[src/rtl/uart_pkg.sv]
// Shared types and default parameters for the UART receive subsystem.
// Build option: UART_RX_FRAME_ERR_EN (adds frame_err to uart_rx_unit).
package uart_pkg;

    localparam int DBIT_DEF     = 8;
    localparam int SB_TICK_DEF  = 16;
    localparam int DVSR_DEF     = 163;
    localparam int DVSR_BIT_DEF = 8;
    localparam int FIFO_W_DEF   = 2;

    typedef enum logic [1:0] {
        IDLE  = 2'd0,
        START = 2'd1,
        DATA  = 2'd2,
        STOP  = 2'd3
    } rx_state_e;

endpackage

[src/rtl/uart_rx_unit_if.sv]
// Host-side byte read bus of the UART receiver (pop request, FWFT data, status).
interface uart_rx_unit_if #(
    parameter int DBIT = uart_pkg::DBIT_DEF
);
    logic            rd_uart;
    logic [DBIT-1:0] r_data;
    logic            rx_empty;
    logic            rx_full;

    modport master (output rd_uart, input r_data, input rx_empty, input rx_full);
    modport slave  (input rd_uart, output r_data, output rx_empty, output rx_full);
endinterface

[src/rtl/uart_baud_gen.sv]
// Mod-DVSR counter producing a one-clock oversampling tick every DVSR clocks.
module uart_baud_gen
    import uart_pkg::*;
#(
    parameter int DVSR     = DVSR_DEF,
    parameter int DVSR_BIT = DVSR_BIT_DEF
) (
    input  logic clk,
    input  logic reset,
    output logic s_tick
);

    logic [DVSR_BIT-1:0] q_q;
    logic [DVSR_BIT-1:0] q_d;
    logic                wrap_s;

    assign wrap_s = (q_q == DVSR_BIT'(DVSR - 1));
    assign s_tick = wrap_s;

    // next divisor count
    always_comb begin
        q_d = q_q;
        if (wrap_s) begin
            q_d = '0;
        end else begin
            q_d = q_q + DVSR_BIT'(1);
        end
    end

    // divisor counter register
    always_ff @(posedge clk) begin
        if (reset) begin
            q_q <= '0;
        end else begin
            q_q <= q_d;
        end
    end

endmodule

[src/rtl/uart_byte_fifo.sv]
// Small first-word-fall-through FIFO buffering received bytes.
module uart_byte_fifo
    import uart_pkg::*;
#(
    parameter int DBIT   = DBIT_DEF,
    parameter int FIFO_W = FIFO_W_DEF
) (
    input  logic            clk,
    input  logic            reset,
    input  logic            wr_req,
    input  logic [DBIT-1:0] w_data,
    input  logic            rd_req,
    output logic [DBIT-1:0] r_data,
    output logic            empty,
    output logic            full
);

    localparam int DEPTH = 2 ** FIFO_W;

    logic [DBIT-1:0]   mem_q [DEPTH];
    logic [DBIT-1:0]   mem_d [DEPTH];
    logic [FIFO_W-1:0] w_ptr_q, w_ptr_d;
    logic [FIFO_W-1:0] r_ptr_q, r_ptr_d;
    logic              empty_q, empty_d;
    logic              full_q, full_d;
    logic              wr_en_s;
    logic              rd_en_s;

    // gating uses the pre-update flags, so a write into a full FIFO is dropped even with a pop
    assign wr_en_s = wr_req & ~full_q;
    assign rd_en_s = rd_req & ~empty_q;
    assign r_data  = mem_q[r_ptr_q];
    assign empty   = empty_q;
    assign full    = full_q;

    // next pointers, flags and storage
    always_comb begin
        mem_d   = mem_q;
        w_ptr_d = w_ptr_q;
        r_ptr_d = r_ptr_q;
        empty_d = empty_q;
        full_d  = full_q;
        case ({wr_en_s, rd_en_s})
            2'b10: begin
                mem_d[w_ptr_q] = w_data;
                w_ptr_d        = w_ptr_q + FIFO_W'(1);
                empty_d        = 1'b0;
                full_d         = (w_ptr_d == r_ptr_q);
            end
            2'b01: begin
                r_ptr_d = r_ptr_q + FIFO_W'(1);
                full_d  = 1'b0;
                empty_d = (r_ptr_d == w_ptr_q);
            end
            2'b11: begin
                mem_d[w_ptr_q] = w_data;
                w_ptr_d        = w_ptr_q + FIFO_W'(1);
                r_ptr_d        = r_ptr_q + FIFO_W'(1);
            end
            default: begin
                w_ptr_d = w_ptr_q;
            end
        endcase
    end

    // FIFO state registers
    always_ff @(posedge clk) begin
        if (reset) begin
            for (int i = 0; i < DEPTH; i++) begin
                mem_q[i] <= '0;
            end
            w_ptr_q <= '0;
            r_ptr_q <= '0;
            empty_q <= 1'b1;
            full_q  <= 1'b0;
        end else begin
            for (int i = 0; i < DEPTH; i++) begin
                mem_q[i] <= mem_d[i];
            end
            w_ptr_q <= w_ptr_d;
            r_ptr_q <= r_ptr_d;
            empty_q <= empty_d;
            full_q  <= full_d;
        end
    end

endmodule

[src/rtl/uart_rx_unit.sv]
// UART receive subsystem: baud generator, 16x-oversampling receiver FSM and byte FIFO.
// Build option: UART_RX_FRAME_ERR_EN adds frame_err and drops frames with a low stop bit.
module uart_rx_unit
    import uart_pkg::*;
#(
    parameter int DBIT     = DBIT_DEF,
    parameter int SB_TICK  = SB_TICK_DEF,
    parameter int DVSR     = DVSR_DEF,
    parameter int DVSR_BIT = DVSR_BIT_DEF,
    parameter int FIFO_W   = FIFO_W_DEF
) (
    input  logic           clk,
    input  logic           reset,
    input  logic           rx,
    uart_rx_unit_if.slave  host,
    output logic           rx_done_tick,
    output logic           s_tick,
`ifdef UART_RX_FRAME_ERR_EN
    output logic           frame_err,
`endif
    output logic           overrun
);

    localparam int NW = (DBIT > 1) ? $clog2(DBIT) : 1;
    // s widens only when a 1.5/2 stop-bit setting needs more than 16 ticks
    localparam int SW = (SB_TICK > 16) ? $clog2(SB_TICK) : 4;

    rx_state_e       state_q, state_d;
    logic [SW-1:0]   s_q, s_d;
    logic [NW-1:0]   n_q, n_d;
    logic [DBIT-1:0] b_q, b_d;
    logic            done_q, done_d;
    logic            overrun_q, overrun_d;
    logic            wr_req_s;
`ifdef UART_RX_FRAME_ERR_EN
    logic            stop_bad_q, stop_bad_d;
    logic            ferr_q, ferr_d;
`endif

    uart_baud_gen #(.DVSR(DVSR), .DVSR_BIT(DVSR_BIT)) u_baud (
        .clk    (clk),
        .reset  (reset),
        .s_tick (s_tick)
    );

`ifdef UART_RX_FRAME_ERR_EN
    assign wr_req_s  = done_q & ~ferr_q;
    assign frame_err = ferr_q;
`else
    assign wr_req_s  = done_q;
`endif

    uart_byte_fifo #(.DBIT(DBIT), .FIFO_W(FIFO_W)) u_fifo (
        .clk    (clk),
        .reset  (reset),
        .wr_req (wr_req_s),
        .w_data (b_q),
        .rd_req (host.rd_uart),
        .r_data (host.r_data),
        .empty  (host.rx_empty),
        .full   (host.rx_full)
    );

    assign rx_done_tick = done_q;
    assign overrun      = overrun_q;

    // receiver next-state logic
    always_comb begin
        state_d   = state_q;
        s_d       = s_q;
        n_d       = n_q;
        b_d       = b_q;
        done_d    = 1'b0;
        overrun_d = overrun_q | (wr_req_s & host.rx_full);
`ifdef UART_RX_FRAME_ERR_EN
        stop_bad_d = stop_bad_q;
        ferr_d     = 1'b0;
`endif
        case (state_q)
            IDLE: begin
                if (rx == 1'b0) begin
                    state_d = START;
                    s_d     = '0;
                end else begin
                    state_d = IDLE;
                end
            end
            START: begin
                if (s_tick && (s_q == SW'(7))) begin
                    if (rx == 1'b0) begin
                        state_d = DATA;
                        s_d     = '0;
                        n_d     = '0;
                    end else begin
                        state_d = IDLE;
                    end
                end else if (s_tick) begin
                    s_d = s_q + SW'(1);
                end else begin
                    s_d = s_q;
                end
            end
            DATA: begin
                if (s_tick && (s_q == SW'(15))) begin
                    s_d = '0;
                    b_d = DBIT'({rx, b_q} >> 1);
                    if (n_q == NW'(DBIT - 1)) begin
                        state_d = STOP;
                    end else begin
                        n_d = n_q + NW'(1);
                    end
                end else if (s_tick) begin
                    s_d = s_q + SW'(1);
                end else begin
                    s_d = s_q;
                end
            end
            STOP: begin
                if (s_tick && (s_q == SW'(SB_TICK - 1))) begin
                    state_d = IDLE;
                    done_d  = 1'b1;
`ifdef UART_RX_FRAME_ERR_EN
                    ferr_d  = stop_bad_q;
`endif
                end else if (s_tick) begin
                    s_d = s_q + SW'(1);
`ifdef UART_RX_FRAME_ERR_EN
                    if (s_q == SW'(7)) begin
                        stop_bad_d = ~rx;
                    end else begin
                        stop_bad_d = stop_bad_q;
                    end
`endif
                end else begin
                    s_d = s_q;
                end
            end
            default: begin
                state_d = IDLE;
            end
        endcase
    end

    // receiver registers
    always_ff @(posedge clk) begin
        if (reset) begin
            state_q    <= IDLE;
            s_q        <= '0;
            n_q        <= '0;
            b_q        <= '0;
            done_q     <= 1'b0;
            overrun_q  <= 1'b0;
`ifdef UART_RX_FRAME_ERR_EN
            stop_bad_q <= 1'b0;
            ferr_q     <= 1'b0;
`endif
        end else begin
            state_q    <= state_d;
            s_q        <= s_d;
            n_q        <= n_d;
            b_q        <= b_d;
            done_q     <= done_d;
            overrun_q  <= overrun_d;
`ifdef UART_RX_FRAME_ERR_EN
            stop_bad_q <= stop_bad_d;
            ferr_q     <= ferr_d;
`endif
        end
    end

endmodule

[src/flat_wrapper.sv]
// flat-port wrapper written by rule: the top's interface ports become plain ports
module uart_rx_unit_flat import uart_pkg::*;
#(
    parameter int DBIT     = DBIT_DEF,
    parameter int SB_TICK  = SB_TICK_DEF,
    parameter int DVSR     = DVSR_DEF,
    parameter int DVSR_BIT = DVSR_BIT_DEF,
    parameter int FIFO_W   = FIFO_W_DEF
)
  (clk, reset, rx, rx_done_tick, s_tick, overrun, host_rd_uart, host_r_data, host_rx_empty, host_rx_full);
  uart_rx_unit_if #(.DBIT(DBIT)) host_i ();
  input  logic clk;
  input  logic reset;
  input  logic rx;
  output logic rx_done_tick;
  output logic s_tick;
  output logic overrun;
  input wire logic [$bits(host_i.rd_uart)-1:0] host_rd_uart;
  output wire logic [$bits(host_i.r_data)-1:0] host_r_data;
  output wire logic [$bits(host_i.rx_empty)-1:0] host_rx_empty;
  output wire logic [$bits(host_i.rx_full)-1:0] host_rx_full;
  assign host_i.rd_uart = host_rd_uart;
  assign host_r_data = host_i.r_data;
  assign host_rx_empty = host_i.rx_empty;
  assign host_rx_full = host_i.rx_full;
  uart_rx_unit #(.DBIT(DBIT), .SB_TICK(SB_TICK), .DVSR(DVSR), .DVSR_BIT(DVSR_BIT), .FIFO_W(FIFO_W)) u_core (.clk(clk), .reset(reset), .rx(rx), .host(host_i), .rx_done_tick(rx_done_tick), .s_tick(s_tick), .overrun(overrun));
endmodule
[config.mk]
export PLATFORM = sky130hd
export DESIGN_NAME = uart_rx_unit_flat
export DESIGN_NICKNAME = d
export VERILOG_FILES = /design/src/rtl/uart_pkg.sv /design/src/rtl/uart_rx_unit_if.sv /design/src/rtl/uart_baud_gen.sv /design/src/rtl/uart_byte_fifo.sv /design/src/rtl/uart_rx_unit.sv /design/src/flat_wrapper.sv
export SDC_FILE = /design/constraint.sdc
export NUM_CORES = 1
export LEC_CHECK = 0
export CORE_MARGIN = 2
export CORE_UTILIZATION = 35
export CTS_BUF_LIST = sky130_fd_sc_hd__clkbuf_4
export DETAILED_ROUTE_END_ITERATION = 16
export RECOVER_POWER = 100
export SYNTH_ARGS = -nofsm -noshare
export SYNTH_HDL_FRONTEND = slang
export SYNTH_HIERARCHICAL = 1
export SYNTH_SLANG_ARGS = --single-unit
[constraint.sdc]
create_clock -name clk -period 4.1 [get_ports clk]
set_input_delay 1.025 -clock clk [delete_from_list [all_inputs] [get_ports clk]]
set_output_delay 1.025 -clock clk [all_outputs]
set_load 0.05 [all_outputs]
==> impl_metrics.tcl, run 1 <==
set metrics [dict create \
    status "finished with violations" \
    violations "capacitance limit, slew limit" \
    fin_ws_ns 0.549 \
    cts_tree "yes" \
    finalHoldViolations 0 \
    syn-cell-area_um2 3040 \
    endpoint "host_r_data[4]" \
    path_cells "mux4_2 -> dlygate4sd3_1" \
    grt_first_pass_wirelength_um 10100 \
    antenna_found_initial 0 \
    fin_nets 323 \
    syn2layout_area_growth_pct 12.7 \
    fin_crit_sh_pct 86.6 \
    drc 0 \
    drt_wl_total_um 5770 \
    r2r_start "u_core/u_baud/q_q[1]" \
    cts_root_buffer "clkbuf_4" \
    grt_pass1_vias 2032 \
    cts_resized 0 \
    die_x_um 97.2 \
    critPathKind "register to output pin" \
    vias_per_cell 5.11 \
    drt-initial-drc-count 129 \
    dr.pass1.iters 5 \
    h-tree-depth 3 \
    ys_seq_elements 65 \
    die_area_um2 9460 \
    fin_tns_setup_ns 0 \
    startpoint_type "register" \
    num_rows 34 \
    cp.required_ns 3.07 \
    grt_max_degree 61 \
    hp-class "register to register" \
    num_vias 2158 \
    place_inst 406 \
    start_util_pct 35.4 \
    dp_slack_ns 1.02 \
    critPathArrivalTime_ns 2.53 \
    cp_slowest_stage_delay_ns 0.78 \
    worstMarginPinSlew_ns 2.57 \
    yosysUniqueCellTypes 51 \
    clk_pin_slew_ns 0.11 \
    postSynthNetCount 312 \
    finClkSkew_ns 0.0120 \
    cts_hold_buf 0 \
    grt_setup_unrepaired "no" \
    dpl.hpwl_um 3730 \
    insertion_delay_ns 0.40 \
    drive_above_1_share_pct 10.8 \
    fmax_mhz 282 \
    critPathSlowestCell "dfxtp_1" \
    pin_count 17 \
    numCtsBuffers 9 \
    cp-startpoint "u_core/u_fifo/r_ptr_q[1]" \
    clock-sinks 65 \
    cts_setup_buffers 0 \
    synth_flop_cell "dfxtp_1" \
    p_per_area_nw_per_um2 375 \
    mostFrequentLayoutCells "65 x dfxtp_1, 55 x nor2_1, 42 x mux2i_1, 13 x a21oi_1, 12 x dlygate4sd3_1" \
    layout_commonest_cell "dfxtp_1" \
    portBuffers 16 \
    critPathMaxFanout 11 \
    slew_headroom_pct -71.3 \
    clock_path_buffers 2 \
    synthArstFlopShare_pct 0 \
    synth-edff-count 0 \
    fin_crit_ns 3.55 \
    total_power_w 0.00129 \
    synth_seq_area_share_pct 42.8 \
    wl_per_cell_um 13.7 \
    die_height_um 97.2 \
    r2r_end "u_core/b_q[6]" \
    cp-end-kind "output pin" \
    ff2ff_path_depth 8 \
    grt_usage_pct 13.1 \
    coreArea_um2 8590 \
    reg2reg_slack_ns 1.57 \
    drv_cap 1 \
    diodes 0 \
    syn_avg_cell_area_um2 10.2 \
    area.sequential_um2 1300 \
    antenna_left 0 \
    final_max_slew_viol_count 61 \
    stdcell_count 422 \
    synth_cells 298 \
    gp_routability_congestion 0.712 \
    yosys_warnings 6 \
    p_leak_nw 1.46 \
    setup_viol 0 \
    grt_overflow 0 \
    multi_input_area_um2 1590 \
    irDropWorstVdd_mv 0.225 \
    num-fill-cells 843 \
]
==> worst max-delay path: cells and delay by family, from the launching register on <==
family,cells,cell delay (ns)
buffers and inverters,1,0.77
multiplexers,1,0.58
flip-flops,1,0.78
==> registers in the layout (all words and copies together) (netlist names), named ones only <==
| register | flops |
|---|---|
| u_core/b_q | 8 |
| u_core/overrun | 1 |
| u_core/n_q | 3 |
| u_core/u_fifo/r_ptr_q | 2 |
| u_core/u_baud/q_q | 8 |
| u_core/state_q | 1 |
| u_core/u_fifo/empty | 1 |
| u_core/rx_done_tick | 1 |
| u_core/u_fifo/full | 1 |
| u_core/u_fifo/w_ptr_q | 2 |
| u_core/s_q | 4 |
| u_core/u_fifo/mem_q | 32 |
==> cell usage after synthesis, drive strengths merged (2+ instances only) <==
| master | n | share of area [%] |
|---|---|---|
| nor2b | 4 | 0.82 |
| buf | 14 | 3.2 |
| mux4 | 8 | 5.9 |
| nor3 | 2 | 0.70 |
| and3 | 2 | 0.41 |
| mux2i | 42 | 14 |
| xor2 | 4 | 1.2 |
| nand3 | 6 | 1.2 |
| a31oi | 2 | 0.41 |
| nand4 | 2 | 0.41 |
| a21oi | 13 | 2.1 |
| clkbuf | 4 | 0.49 |
| dfxtp | 65 | 43 |
| xnor2 | 4 | 1.2 |
| nor2 | 55 | 6.8 |
| inv | 9 | 1.1 |
| o22ai | 2 | 0.41 |
| nand2 | 8 | 0.99 |
| o21ai | 8 | 1.4 |
| or3 | 3 | 0.62 |
| nand2b | 3 | 0.62 |
| nand3b | 5 | 1.2 |
| nor4b | 2 | 1.1 |
| ha | 10 | 4.1 |
| o2111ai | 2 | 0.58 |
==> how the worst min path moves through the flow <==
stage,startpoint,endpoint,slack [ns],cells after the start
after floorplan,u_core/n_q[1],u_core/n_q[1],0.44,2
after global placement,u_core/n_q[1],u_core/n_q[1],0.45,2
after detailed placement,u_core/n_q[1],u_core/n_q[1],0.46,2
after CTS,u_core/n_q[1],u_core/n_q[1],0.47,2
after global routing,u_core/n_q[2],u_core/n_q[2],0.50,2
final,u_core/n_q[2],u_core/n_q[2],0.47,2
==> routing by layer <==
layer | GRT usage (%) | vias to the layer above | part of all wire (%)
met2 | 19.8 | 31 | 44
met3 | 3.31 | 8 | 2.7
met4 | 5.45 | 0 | 1.8
li1 | - | 1076 | -
met1 | 17.9 | 1043 | 51
met5 | 0 | - | 0
==> kinds of logic after synthesis <==
group                    Yosys count  synth area share [%]
multiplexers                      50                  19.7
flip-flops                        65                  42.8
adder cells (fa/ha/maj)           10                  4.11
buffers and inverters             27                  4.77
AO/OA/AOI/OAI                     36                  8.10
XOR/XNOR                           8                  2.30
AND/OR/NAND/NOR                  102                  18.2
==> cell type report <==
type	count	share of cell area [%]
clock inverters	5	3.72
inverters	9	0.985
flip-flops and latches	65	38.0
multi-input cells	206	46.2
repair buffers	18	4.74
clock buffers	11	2.41
well taps	108	3.94
==> where the power goes <==
group	internal, W	total, W	switching [W]
logic	0.0000124	0.0000320	0.0000196
clock network	0.000384	0.000611	0.000227
registers	0.000634	0.000642	0.00000799
total	0.00103	0.00129	0.000255
==> per-stage QoR <==
| step | utilization, % | instance area, um^2 | hold slack, ns |
|---|---|---|---|
| floorplan | - | 3040 | 0.436 |
| global placement | 37.6 | 3230 | 0.451 |
| detailed placement | 37.6 | 3230 | 0.457 |
| CTS | 40.1 | 3440 | 0.472 |
| global route | 39.9 | 3430 | 0.500 |
| finish | 39.9 | 3430 | 0.468 |
No activity file was read; power rests on OpenSTA's default activity.
==> run 2, diff against run 1 <==
--- a/config.mk
+++ b/config.mk
@@ -9,7 +9,7 @@
 export CORE_UTILIZATION = 35
 export CTS_BUF_LIST = sky130_fd_sc_hd__clkbuf_4
 export DETAILED_ROUTE_END_ITERATION = 16
-export RECOVER_POWER = 100
+export RECOVER_POWER = 25
 export SYNTH_ARGS = -nofsm -noshare
 export SYNTH_HDL_FRONTEND = slang
 export SYNTH_HIERARCHICAL = 1
==> impl_metrics.tcl, run 2 (synthesis gave the netlist of run 1 again) <==
set metrics [dict create \
    reg.largest.list "u_core/u_fifo/mem_q x32, u_core/b_q x8, u_core/u_baud/q_q x8" \
    grt_max_degree 61 \
    vias_per_cell 5.07 \
    grt_setup_unrepaired "no" \
    r2r_end "u_core/b_q[1]" \
    grt_overflow 0 \
    critPathSlowestCell "dfxtp_1" \
    cts_setup_buffers 0 \
    wl_per_cell_um 13.6 \
    critPathArrivalTime_ns 2.47 \
    fin_crit_ns 3.49 \
    slew_headroom_pct -71.0 \
    antenna_found_initial 0 \
    fin_nets 323 \
    fin_crit_sh_pct 85.2 \
    final_max_slew_viol_count 61 \
    crit_family "flip-flops" \
    placed_cell_area_um2 3230 \
    die_x_um 97.2 \
    min_to "u_core/n_q[2]" \
    portBuffers 16 \
    pin_count 17 \
    drc 0 \
    area.sequential_um2 1300 \
    startpoint_type "register" \
    r2r_start "u_core/u_baud/q_q[1]" \
    cts_root_buffer "clkbuf_4" \
    dp_slack_ns 1.02 \
    violations "capacitance limit, slew limit" \
    critPathMaxFanout 11 \
    fin_ws_ns 0.608 \
    worstMarginPinSlew_ns 2.57 \
    grt_usage_pct 13.1 \
    drt_wl_total_um 5750 \
    p_leak_nw 1.43 \
    drv_cap 1 \
    die_area_um2 9460 \
    drive_above_1_share_pct 11.1 \
    clock-sinks 65 \
    clock_path_buffers 2 \
    cts_hold_buf 0 \
    fin_tns_setup_ns 0 \
    die_height_um 97.2 \
    dpl.hpwl_um 3730 \
    critPathKind "register to output pin" \
    h-tree-depth 3 \
    grt_pass1_vias 2032 \
    grt_first_pass_wirelength_um 10100 \
    antenna_left 0 \
    finClkSkew_ns 0.0123 \
    setup_viol 0 \
    drt-initial-drc-count 127 \
    start_util_pct 35.4 \
    irDropWorstVdd_mv 0.226 \
    cts_tree "yes" \
    largest-register "u_core/u_fifo/mem_q" \
    diodes 0 \
    coreArea_um2 8590 \
    ff2ff_path_depth 8 \
    hp-start "u_core/n_q[2]" \
    finalHoldViolations 0 \
    mostFrequentLayoutCells "65 x dfxtp_1, 55 x nor2_1, 42 x mux2i_1, 14 x clkdlybuf4s50_1, 13 x a21oi_1" \
    num-fill-cells 840 \
    cts_resized 0 \
    syn2layout_area_growth_pct 13.2 \
    status "finished with violations" \
    path_cells "mux4_2 -> clkdlybuf4s50_1" \
    fin_util_pct 40.1 \
    layout_commonest_cell "dfxtp_1" \
    fmax_mhz 286 \
    postLayoutCellArea_um2 3440 \
    gp_routability_congestion 0.712 \
    num_vias 2140 \
    cp-end-kind "output pin" \
    num_rows 34 \
    holdPathStages 2 \
    numCtsBuffers 9 \
    multi_input_area_um2 1600 \
    cp.required_ns 3.07 \
    clk_pin_slew_ns 0.11 \
    p_per_area_nw_per_um2 373 \
    cp_slowest_stage_delay_ns 0.78 \
    dr.pass1.iters 4 \
    worstPathBufferInverterCount 1 \
    largest_register_ffs 32 \
    insertion_delay_ns 0.39 \
    reg2reg_slack_ns 1.80 \
    hp-class "register to register" \
]
[run 2: worst max path at each step]
| stage | startpoint | endpoint | depth (start not counted) |
|---|---|---|---|
| final | u_core/u_fifo/r_ptr_q[1] | host_r_data[4] | 2 |
| after global routing | u_core/u_fifo/r_ptr_q[1] | host_r_data[4] | 2 |
| after CTS | u_core/u_fifo/r_ptr_q[1] | host_r_data[3] | 2 |
| after detailed placement | u_core/u_fifo/r_ptr_q[1] | host_r_data[3] | 2 |
| after global placement | u_core/u_fifo/r_ptr_q[1] | host_r_data[2] | 2 |
| after floorplan | u_core/u_baud/q_q[0] | u_core/b_q[0] | 9 |
[run 2: metal layers]
| layer | global-route usage (%) | part of all wire, % | routed length, um |
|---|---|---|---|
| met1 | 17.9 | 52 | 2970 |
| met2 | 19.8 | 44 | 2550 |
| met3 | 3.31 | 2.2 | 128 |
| met4 | 5.45 | 1.8 | 102 |
| met5 | 0 | 0 | 0 |
[run 2: power breakdown]
part / leakage, nW / switching [W] / internal [W]
sequential: 0.524 / 0.00000821 / 0.000634
clock: 0.107 / 0.000225 / 0.000384
combinational: 0.798 / 0.0000197 / 0.0000128
[run 2: cell type report]
cell class              instances  area share, %
clock buffers                  11           2.40
clock inverters                 5           3.71
inverters                       9          0.981
multi-input cells             206           46.4
flip-flops and latches         65           37.8
well taps                     108           3.92
repair buffers                 18           4.83
[run 2: tightest hold or removal path: stages, from the launching register on]
cell	delay [ns]
dfxtp_1	0.33
nand2_1	0.05
a21oi_1	0.05
[run 2: metrics by stage]
stage	power, W	hold WS (ns)	cells
2_1_floorplan	0.000682	0.436	298
3_3_place_gp	0.000690	0.451	406
3_5_place_dp	0.000690	0.457	406
4_1_cts	0.00130	0.472	422
5_1_grt	0.00134	0.500	422
6_report	0.00129	0.468	422
==> run 3, diff against run 2 <==
--- a/config.mk
+++ b/config.mk
@@ -9,8 +9,8 @@
 export CORE_UTILIZATION = 35
 export CTS_BUF_LIST = sky130_fd_sc_hd__clkbuf_4
 export DETAILED_ROUTE_END_ITERATION = 16
+export GPL_TIMING_DRIVEN = 0
 export RECOVER_POWER = 25
 export SYNTH_ARGS = -nofsm -noshare
 export SYNTH_HDL_FRONTEND = slang
-export SYNTH_HIERARCHICAL = 1
 export SYNTH_SLANG_ARGS = --single-unit
==> constraint.sdc (replaced) <==
create_clock -name clk -period 4.05 [get_ports clk]
set_input_delay 1.0125 -clock clk [delete_from_list [all_inputs] [get_ports clk]]
set_output_delay 1.0125 -clock clk [all_outputs]
set_load 0.05 [all_outputs]
==> impl_metrics.tcl, run 3 <==
set metrics [dict create \
    grt_usage_pct 15.7 \
    critPathMaxFanout 8 \
    vias_per_cell 5.22 \
    critPathKind "register to output pin" \
    busiest_layer "met2" \
    largest_register_ffs 32 \
    diodes 0 \
    clkPwrFrac_pct 35.5 \
    cts_hold_buf 0 \
    syn-cell-area_um2 3040 \
    ys_seq_elements 65 \
    fin_tns_setup_ns 0 \
    setup_viol 0 \
    finalHoldViolations 0 \
    hp-class "register to register" \
    reg2reg_slack_ns 1.95 \
    gp_routability_congestion 0.820 \
    num_vias 2514 \
    grtUsageMet3_pct 4.39 \
    final_max_slew_viol_count 0 \
    combPwrFrac_pct 3.8 \
    die_area_um2 9460 \
    grt_setup_unrepaired "no" \
    synthTopCellsByArea "dfxtp_1 43%, a21oi_1 6.7%, nand3_1 6.4%" \
    insertion_delay_ns 0.43 \
    coreArea_um2 8590 \
    numCtsBuffers 9 \
    synth_top_family_by_area "simple AND/OR/NAND/NOR gates" \
    placed_cell_area_um2 3330 \
    syn2layout_area_growth_pct 13.1 \
    cts_root_buffer "clkbuf_4" \
    p_leak_nw 1.19 \
    synth_seq_area_share_pct 42.8 \
    mostFrequentLayoutCells "65 x dfxtp_1, 49 x nand2_1, 41 x a21oi_1, 39 x nand3_1, 26 x nor2_1" \
    drt-initial-drc-count 87 \
    fmax_mhz 284 \
    yosysTopAreaCellShare_pct 42.8 \
    cp.required_ns 3.04 \
    cts_tree "yes" \
    drt_wl_total_um 7010 \
    start_util_pct 35.4 \
    yosys_warnings 0 \
    gr-usage-met1_pct 19.7 \
    num_rows 34 \
    synth_flop_cell "dfxtp_1" \
    fin_crit_ns 3.52 \
    num-fill-cells 897 \
    largest-register "u_core.u_fifo.mem_q" \
    clk_pin_slew_ns 0.12 \
    startpoint_type "register" \
    cp-end-kind "output pin" \
    synth_compound_area_share_pct 11.9 \
    grt_overflow 0 \
    fin_nets 383 \
    post_synth_mux_area_share_pct 8.88 \
    critPathArrivalTime_ns 2.50 \
    postLayoutCellArea_um2 3440 \
    die_height_um 97.2 \
    drv_cap 0 \
    grt_max_degree 13 \
    clock-sinks 65 \
    cts_setup_buffers 0 \
    synth-edff-count 0 \
    netlist_top_cells_count "65 x dfxtp_1, 49 x nand2_1, 41 x a21oi_1" \
    grt_first_pass_wirelength_um 12000 \
    antenna_found_initial 0 \
    p_sw_w 0.000283 \
    pin_count 17 \
    grt_pass1_vias 2444 \
    synth_cells 343 \
    p_int_w 0.000781 \
    yosysUniqueCellTypes 47 \
    fin_crit_sh_pct 86.9 \
    wl_per_cell_um 14.5 \
    drc 0 \
    finClkSkew_ns 0.0161 \
    portBuffers 15 \
    dr.pass1.iters 4 \
    gr-usage-met2_pct 26.1 \
    clock_path_buffers 2 \
    synth_most_common_cell "dfxtp_1" \
    die_x_um 97.2 \
    layout_commonest_cell "dfxtp_1" \
    status "finished clean" \
    yosys.area.top_type "dfxtp_1" \
    synthArstFlopShare_pct 0 \
    irDropWorstVdd_mv 0.162 \
    h-tree-depth 3 \
    slew_headroom_pct 55.1 \
    worstMarginPinSlew_ns 0.674 \
    share_seq_of_total_power_pct 60.6 \
    drive_above_1_share_pct 9.63 \
    reg.largest.list "u_core.u_fifo.mem_q x32, u_core.b_q x8, u_core.u_baud.q_q x8" \
    postSynthNetCount 357 \
    synth-simple-area-share_pct 24.6 \
    synthXorXnorAreaFrac_pct 3.45 \
    syn_avg_cell_area_um2 8.87 \
    p_sw_share_pct 26.6 \
    p_per_area_nw_per_um2 309 \
    synth_adder_area_share_pct 4.11 \
    antenna_left 0 \
    dpl.hpwl_um 4800 \
    cts_resized 0 \
]
## run 3: stage by stage
step / total power, W / hold WS (ns) / setup WS [ns] / util (%) / instances
after floorplan: 0.000688 / 0.430 / 1.72 / - / 343
after detailed placement: 0.000702 / 0.447 / 1.00 / 38.7 / 466
after global placement: 0.000701 / 0.441 / 1.00 / 38.7 / 466
final: 0.00106 / 0.459 / 0.533 / 40.1 / 482
after CTS: 0.00108 / 0.463 / 0.498 / 40.1 / 482
after global routing: 0.00111 / 0.479 / 0.397 / 40.1 / 482
## run 3: worst paths after layout
path              cells past startpoint                      to                    from
setup / recovery                      6                  s_tick    u_core.u_baud.q_q[0]
hold / removal                        2  u_core.u_fifo.mem_q[1]  u_core.u_fifo.mem_q[1]
setup reg to reg                      7      u_core.u_fifo.full     u_core.rx_done_tick
hold reg to reg                       2  u_core.u_fifo.mem_q[1]  u_core.u_fifo.mem_q[1]
## run 3: logic make-up after synthesis
| family | after synthesis |
|---|---|
| AOI/OAI and AO/OA | 60 |
| xor gates and xnor gates | 12 |
| adders and majority gates | 10 |
| buffers and inverters | 33 |
| DFF | 65 |
| muxes | 17 |
| and+or+nand+nor | 146 |
## run 3: cell type report
type / count / area [um^2] / share of cell area [%]
Timing Repair Buffer: 15 / 150 / 4.36
Inverter: 11 / 41.3 / 1.20
Sequential cell: 65 / 1300 / 37.8
Clock inverter: 7 / 46.3 / 1.34
Buffer: 22 / 90.1 / 2.62
Clock buffer: 9 / 67.6 / 1.96
Tap cell: 108 / 135 / 3.93
Multi-Input combinational cell: 245 / 1610 / 46.8
## run 3: metal layers
layer | part of all wire [%] | routed length [um]
met5 | 0 | 0
met4 | 1.3 | 88
met3 | 4.6 | 321
met2 | 47 | 3330
met1 | 47 | 3270
## run 3: worst max-delay path, cell delays in order (launching register included)
cell and delay, ns:
dfxtp_1 0.36, inv_1 0.06, ha_1 0.15, nor3b_4 0.37, nand2_1 0.20, inv_1 0.13
clkdlybuf4s50_1 0.81
## run 3: power groups by stage
stage	Sequential, W	Clock, W	Combinational (W)
floorplan	0.000659	0	0.0000289
global placement	0.000660	0	0.0000413
detailed placement	0.000660	0	0.0000416
CTS	0.000645	0.000391	0.0000417
global route	0.000646	0.000413	0.0000459
finish	0.000645	0.000378	0.0000407
